## config.mk

```make
export PLATFORM = sky130hd
export DESIGN_NAME = cpu_run_ctrl
export DESIGN_NICKNAME = d
export VERILOG_FILES = /design/src/rtl/cpu_ctrl_pkg.sv /design/src/rtl/cpu_run_ctrl_halt_detect.sv /design/src/rtl/cpu_run_ctrl.sv
export SDC_FILE = /design/constraint.sdc
export NUM_CORES = 1
export LEC_CHECK = 0
export CAP_MARGIN = 20
export CORE_ASPECT_RATIO = 0.8
export CORE_MARGIN = 2
export CORE_UTILIZATION = 45
export CTS_BUF_LIST = sky130_fd_sc_hd__clkbuf_4 sky130_fd_sc_hd__clkbuf_8 sky130_fd_sc_hd__clkbuf_16
export DETAILED_ROUTE_END_ITERATION = 8
export PLACE_DENSITY = 0.8
export SKIP_LAST_GASP = 1
export SYNTH_ARGS = -nofsm -noshare
export SYNTH_HDL_FRONTEND = slang
export SYNTH_HIERARCHICAL = 1
export SYNTH_SLANG_ARGS = --single-unit
```

## constraint.sdc

```tcl
create_clock -name clk -period 7.2 [get_ports clk]
set_input_delay 1.08 -clock clk [delete_from_list [all_inputs] [get_ports clk]]
set_output_delay 1.08 -clock clk [all_outputs]
set_load 0.02 [all_outputs]
```

## src/rtl/cpu_ctrl_pkg.sv

```systemverilog
// Shared types for the CPU run controller: FSM states, halt causes and word width.
package cpu_ctrl_pkg;

  localparam int WORD_W = 16;

  typedef enum logic [2:0] {
    IDLE,
    LOAD,
    BOOT,
    RUN,
    DONE
  } state_t;

  typedef enum logic [1:0] {
    HALT_NONE    = 2'b00,
    HALT_LOOP    = 2'b01,
    HALT_TIMEOUT = 2'b10,
    HALT_ABORT   = 2'b11
  } halt_cause_t;

endpackage

```

## src/rtl/cpu_run_ctrl_halt_detect.sv

```systemverilog
// Watches the CPU program counter while running and reports the highest-priority
// reason to stop: host abort, jump-to-self, or exhausting the cycle budget.
module halt_detect
  import cpu_ctrl_pkg::*;
#(
  parameter int MAX_CYCLES = 1000
) (
  input  logic              clk,
  input  logic              reset,
  input  logic              run,
  input  logic              abort,
  input  logic [WORD_W-1:0] pc,
  input  logic [WORD_W-1:0] cycle_count,
  output logic              hit,
  output halt_cause_t       cause
);

  logic [WORD_W-1:0] prev_pc;
  logic              loop_hit;
  logic              timeout_hit;
  logic              abort_hit;

  always_ff @(posedge clk) begin
    if (reset) begin
      prev_pc <= '0;
    end else if (run) begin
      prev_pc <= pc;
    end
  end

  // prev_pc is stale on the first RUN cycle, which is exactly when cycle_count is zero
  assign loop_hit    = run && (cycle_count != '0) && (pc == prev_pc);
  assign timeout_hit = run && (cycle_count == WORD_W'(MAX_CYCLES - 1));
  assign abort_hit   = run && abort;

  always_comb begin
    cause = HALT_NONE;
    if (abort_hit) begin
      cause = HALT_ABORT;
    end else if (loop_hit) begin
      cause = HALT_LOOP;
    end else if (timeout_hit) begin
      cause = HALT_TIMEOUT;
    end
  end

  assign hit = (cause != HALT_NONE);

endmodule

```

## src/rtl/cpu_run_ctrl.sv

```systemverilog
// Run-control sequencer: streams a host program into instruction RAM, pulses a
// one-cycle CPU reset, then runs the CPU until it halts or the host intervenes.
module cpu_run_ctrl
  import cpu_ctrl_pkg::*;
#(
  parameter int ADDR_W     = 8,
  parameter int MAX_CYCLES = 1000
) (
  input  logic              clk,
  input  logic              reset,
  input  logic              load_valid,
  input  logic [WORD_W-1:0] load_data,
  input  logic              load_last,
  output logic              load_ready,
  input  logic              start,
  input  logic              abort,
  input  logic              clear,
  input  logic [WORD_W-1:0] cpu_instr_addr,
  output logic              imem_we,
  output logic [ADDR_W-1:0] imem_addr,
  output logic [WORD_W-1:0] imem_wdata,
  output logic              cpu_reset,
  output logic              cpu_en,
  output logic              busy,
  output logic              done,
  output logic [1:0]        halt_cause,
  output logic [WORD_W-1:0] cycle_count
);

  state_t            state;
  logic [ADDR_W-1:0] wptr;
  logic [WORD_W-1:0] count;
  halt_cause_t       cause_q;
  logic              beat;
  logic              run;
  logic              halt_hit;
  halt_cause_t       halt_cause_det;

  assign run  = (state == RUN);
  assign beat = load_valid && load_ready;

  halt_detect #(
    .MAX_CYCLES(MAX_CYCLES)
  ) u_halt_detect (
    .clk        (clk),
    .reset      (reset),
    .run        (run),
    .abort      (abort),
    .pc         (cpu_instr_addr),
    .cycle_count(count),
    .hit        (halt_hit),
    .cause      (halt_cause_det)
  );

  // The CPU is held in reset whenever no program is running or done
  assign load_ready  = (state == IDLE) || (state == LOAD);
  assign cpu_reset   = (state == IDLE) || (state == LOAD) || (state == BOOT);
  assign cpu_en      = (state == BOOT) || (state == RUN);
  assign busy        = (state == LOAD) || (state == BOOT) || (state == RUN);
  assign done        = (state == DONE);
  assign imem_we     = beat;
  assign imem_addr   = wptr;
  assign imem_wdata  = load_data;
  assign halt_cause  = cause_q;
  assign cycle_count = count;

  // wptr returns to zero whenever a load finishes or is abandoned, so IDLE always writes from 0
  always_ff @(posedge clk) begin
    if (reset) begin
      state   <= IDLE;
      wptr    <= '0;
      count   <= '0;
      cause_q <= HALT_NONE;
    end else begin
      case (state)
        IDLE: begin
          if (abort) begin
            wptr <= '0;
          end else if (beat) begin
            if (load_last) begin
              state <= BOOT;
              wptr  <= '0;
            end else begin
              state <= LOAD;
              wptr  <= wptr + ADDR_W'(1);
            end
          end else if (start) begin
            state <= BOOT;
          end
        end

        LOAD: begin
          if (abort) begin
            state <= IDLE;
            wptr  <= '0;
          end else if (beat) begin
            if (load_last) begin
              state <= BOOT;
              wptr  <= '0;
            end else begin
              wptr <= wptr + ADDR_W'(1);
            end
          end
        end

        BOOT: begin
          count   <= '0;
          cause_q <= HALT_NONE;
          if (abort) begin
            state   <= DONE;
            cause_q <= HALT_ABORT;
          end else begin
            state <= RUN;
          end
        end

        RUN: begin
          count <= count + WORD_W'(1);
          if (halt_hit) begin
            state   <= DONE;
            cause_q <= halt_cause_det;
          end
        end

        DONE: begin
          if (clear) begin
            state   <= IDLE;
            count   <= '0;
            cause_q <= HALT_NONE;
          end else if (start) begin
            state   <= BOOT;
            count   <= '0;
            cause_q <= HALT_NONE;
          end
        end

        default: begin
          state <= IDLE;
        end
      endcase
    end
  end

endmodule
```

==> impl_metrics.yaml <==
final_layout:
  fillCellCount: 509
  area_delta_synth_final_pct: 21.2
  final_design_area_no_fill_mm2: 0.00305
  nNetsFinal: 364
  regArea_um2: 901
  antenna-diode-count: 0
  multi_input_comb_area_mm2: 0.00139
  post_route_cells_drive_above_1_share: 0.0495
route:
  num_vias: 2230
  route.detailed.drc: 0
  antenna_violating_nets_left: 0
  detail_route.wl_per_cell_um: 14.0
  post_drt_via_cell_ratio: 5.56
  drt_first_pass_iters: 4
  detailedRoute.firstIterationViolations: 107
  detail_route.wirelength_um: 5620
synthesis:
  synth_area_leaders: "dfxtp_1 (36%), xnor2_1 (8.3%), mux2i_1 (6.8%)"
  synth_top_family_by_area: "simple AND/OR/NAND/NOR gates"
  synth.area.mux_share: 0.0720
  syn_inst_count: 292
  synth_compound_area_frac: 0.150
  synthSimpleGateAreaFrac: 0.233
  synth_top_area_share: 0.358
  synth_area_per_cell_um2: 8.63
  synth_largest_area_cell: "dfxtp_1"
  asyncSetResetFlopFracSynth: 0
  synth-edff-count: 0
  seq_area_frac_synth: 0.358
  synth-seq-cells: 45
  synth.yosys.warnings: 6
  syn_nets: 333
  synth_flop_cell: "dfxtp_1"
  post_synth_num_cell_types: 47
  synthesized_cell_area_mm2: 0.00252
  post_synth_xor_area_fraction: 0.0869
  area_share_of_fa_ha_maj_cells_after_synthesis: 0.00994
critical_path:
  critPathLaunchType: "primary input"
  worst_setup_path_end_kind: "output pin"
  timing.critical_path.required_ns: 6.12
  critPathMaxFanout: 5
  critical_path_class: "primary input to output pin"
  crit_buf_inv: 2
  critPathLaunch: "load_valid"
  crit_path_frequent_cell: "clkdlybuf4s50_1"
  timing.rr.start: "state[1]"
  crit_path_cell_chain: "clkdlybuf4s50_1 > and2_1 > clkdlybuf4s50_1"
  critPathArrivalTime_ns: 2.37
  cpMaxStageDelayCell: "clkdlybuf4s50_1"
  critPathMaxStageDelay_ns: 0.59
  crit_path_max_delay_family: "buffers and inverters"
sta:
  finalHoldViolations: 0
  fin_setup_tns_ns: 0
  setup_viol_count_final: 0
  achievable-frequency_mhz: 290
  final_period_minus_worst_setup_slack_ns: 3.45
  maxSlewHeadroom: 0.263
  final.setup_skew_ns: 0.0108
  max_slew.worst_pin.slew_ns: 1.10
  rsz0062_at_grt: "false"
  ratio_of_final_minimum_period_to_clock_period: 0.479
  timing_max_transition_violations_final: 0
global_routing:
  grt_pass1_wl_um: 8990
  use_met2: 0.259
  grt.total_usage: 0.178
  largest_net_degree_at_the_start_of_global_routing: 29
  grt_most_used_layer: "met2"
  global_route_met1_utilization: 0.257
  antenna_found_initial: 0
  overflow: 0
  grt_pass1_vias: 1941
  use_met3: 0.0397
die:
  die_w_um: 87.6
  start_util: 0.463
  ioPinCount: 87
  vertical_die_dimension_um: 70.9
  fp.dieArea_mm2: 0.00622
  floorplan.core_area_mm2: 0.00544
  rows: 24
min_path:
  holdCritPathClass: "flop to flop"
  worstHoldStart: "cycle_count[15]"
clock_tree:
  cts_hold_buffers: 0
  cts_buffer_depth: 2
  cts_post_setup_buffers_inserted: 0
  post_cts_resize_count: 0
  total_number_of_clock_tree_sinks: 45
  tritoncts: "done"
  clk_pin_slew_ns: 0.08
  worstSkewPairLatency_ns: 0.30
  cts-root-buf: "clkbuf_8"
  cts-buffers-inserted: 5
  cts-htree-levels: 2
power:
  static-leakage-power_nw: 0.971
  pwr_density_cell_mw_per_mm2: 167
  max-vdd-ir-drop_uv: 109
run_status:
  status: "finished clean"
flow_run:
  maxCapViolCount: 0
place:
  dp_hpwl_um: 3910
  portBuffers: 54
  postPlaceCellArea_mm2: 0.00296
  finalWeightedCongestion: 0.834
-- layout make-up --
cell class	count	share of cell area
multi-input combinational	209	0.455
inverter	7	0.00861
clock buffer	7	0.0295
tap	78	0.0320
sequential	45	0.295
timing repair buffer	55	0.180
-- cells in the mapped netlist, drive strengths merged, types with 4 or more instances --
cell,count
a21oi,22
buf,26
clkbuf,5
dfxtp,45
inv,7
mux2i,17
nand2,12
nand3,5
nand4,13
nor2,32
nor3,4
nor4,5
o21ai,12
o31ai,8
or3,5
or4,14
xnor2,24
-- per-stage QoR --
step                total power [mW]  std cells  hold slack (ns)  setup WS, ns  utilization
floorplan                      0.333        292            0.482          4.51            -
global placement               0.352        394            0.488          3.78        0.545
detailed placement             0.354        394            0.490          3.67        0.545
CTS                            0.515        401            0.506          3.75        0.562
global route                   0.534        401            0.548          3.72        0.562
finish                         0.510        401            0.509          3.75        0.562
-- sequential cells by signal (all words and copies together), names as in the netlist --
| signal | flops |
|---|---|
| state | 3 |
| cycle_count | 16 |
| imem_addr | 8 |
| halt_cause | 2 |
| u_halt_detect/prev_pc | 16 |
-- where the power goes --
part	internal [mW]	leakage, nW	total, mW	switching, mW
logic	0.0396	0.560	0.0848	0.0452
clock network	0.0801	0.0477	0.162	0.0819
registers	0.254	0.363	0.264	0.00975
-- worst min-delay path, stage by stage, from the launching register on --
cell and delay (ns):
dfxtp_1 0.34, o31ai_1 0.07, a21oi_1 0.05
-- final timing paths --
| check | to | slack [ns] | depth (start not counted) |
|---|---|---|---|
| worst min-delay path | cycle_count[15] | 0.51 | 2 |
| worst min register to register | cycle_count[15] | 0.51 | 2 |
| worst max register to register | state[1] | 4.30 | 8 |
| worst max-delay path | imem_we | 3.75 | 3 |
-- per-layer routing --
metal	vias up	part of all wire	routed length, µm
li1	1114	-	-
met1	1027	0.48	2690
met2	76	0.44	2480
met3	13	0.060	335
met4	0	0.020	110
met5	-	0	0
-- cells by family (layout without fill, tap and decap cells) --
family	count (synthesis)	after routing
compound gates	60	60
mux	18	18
simple gates	104	104
flops	45	45
buf+inv	38	69
xor+xnor	25	25
fa+ha+maj	2	2
-- placed cells by master, fill, tap and decap left out, types with 2 or more instances in the layout --
master and count:
clkdlybuf4s50_1 54, dfxtp_1 45, nor2_1 32, xnor2_1 24, a21oi_1 21, mux2i_1 17
nand2_1 12, o21ai_0 12, or4_1 12, nand4_1 12, o31ai_1 8, inv_1 7
clkbuf_8 6, nor4_1 5, nand3_1 5, or3_1 5, nor3_1 4, and2_1 3
o21bai_1 3, a22oi_1 3, nor2b_1 3, a21o_1 3, and4_1 2, ha_1 2
or4_4 2
Note: power is estimated with default switching activity, not from simulation.
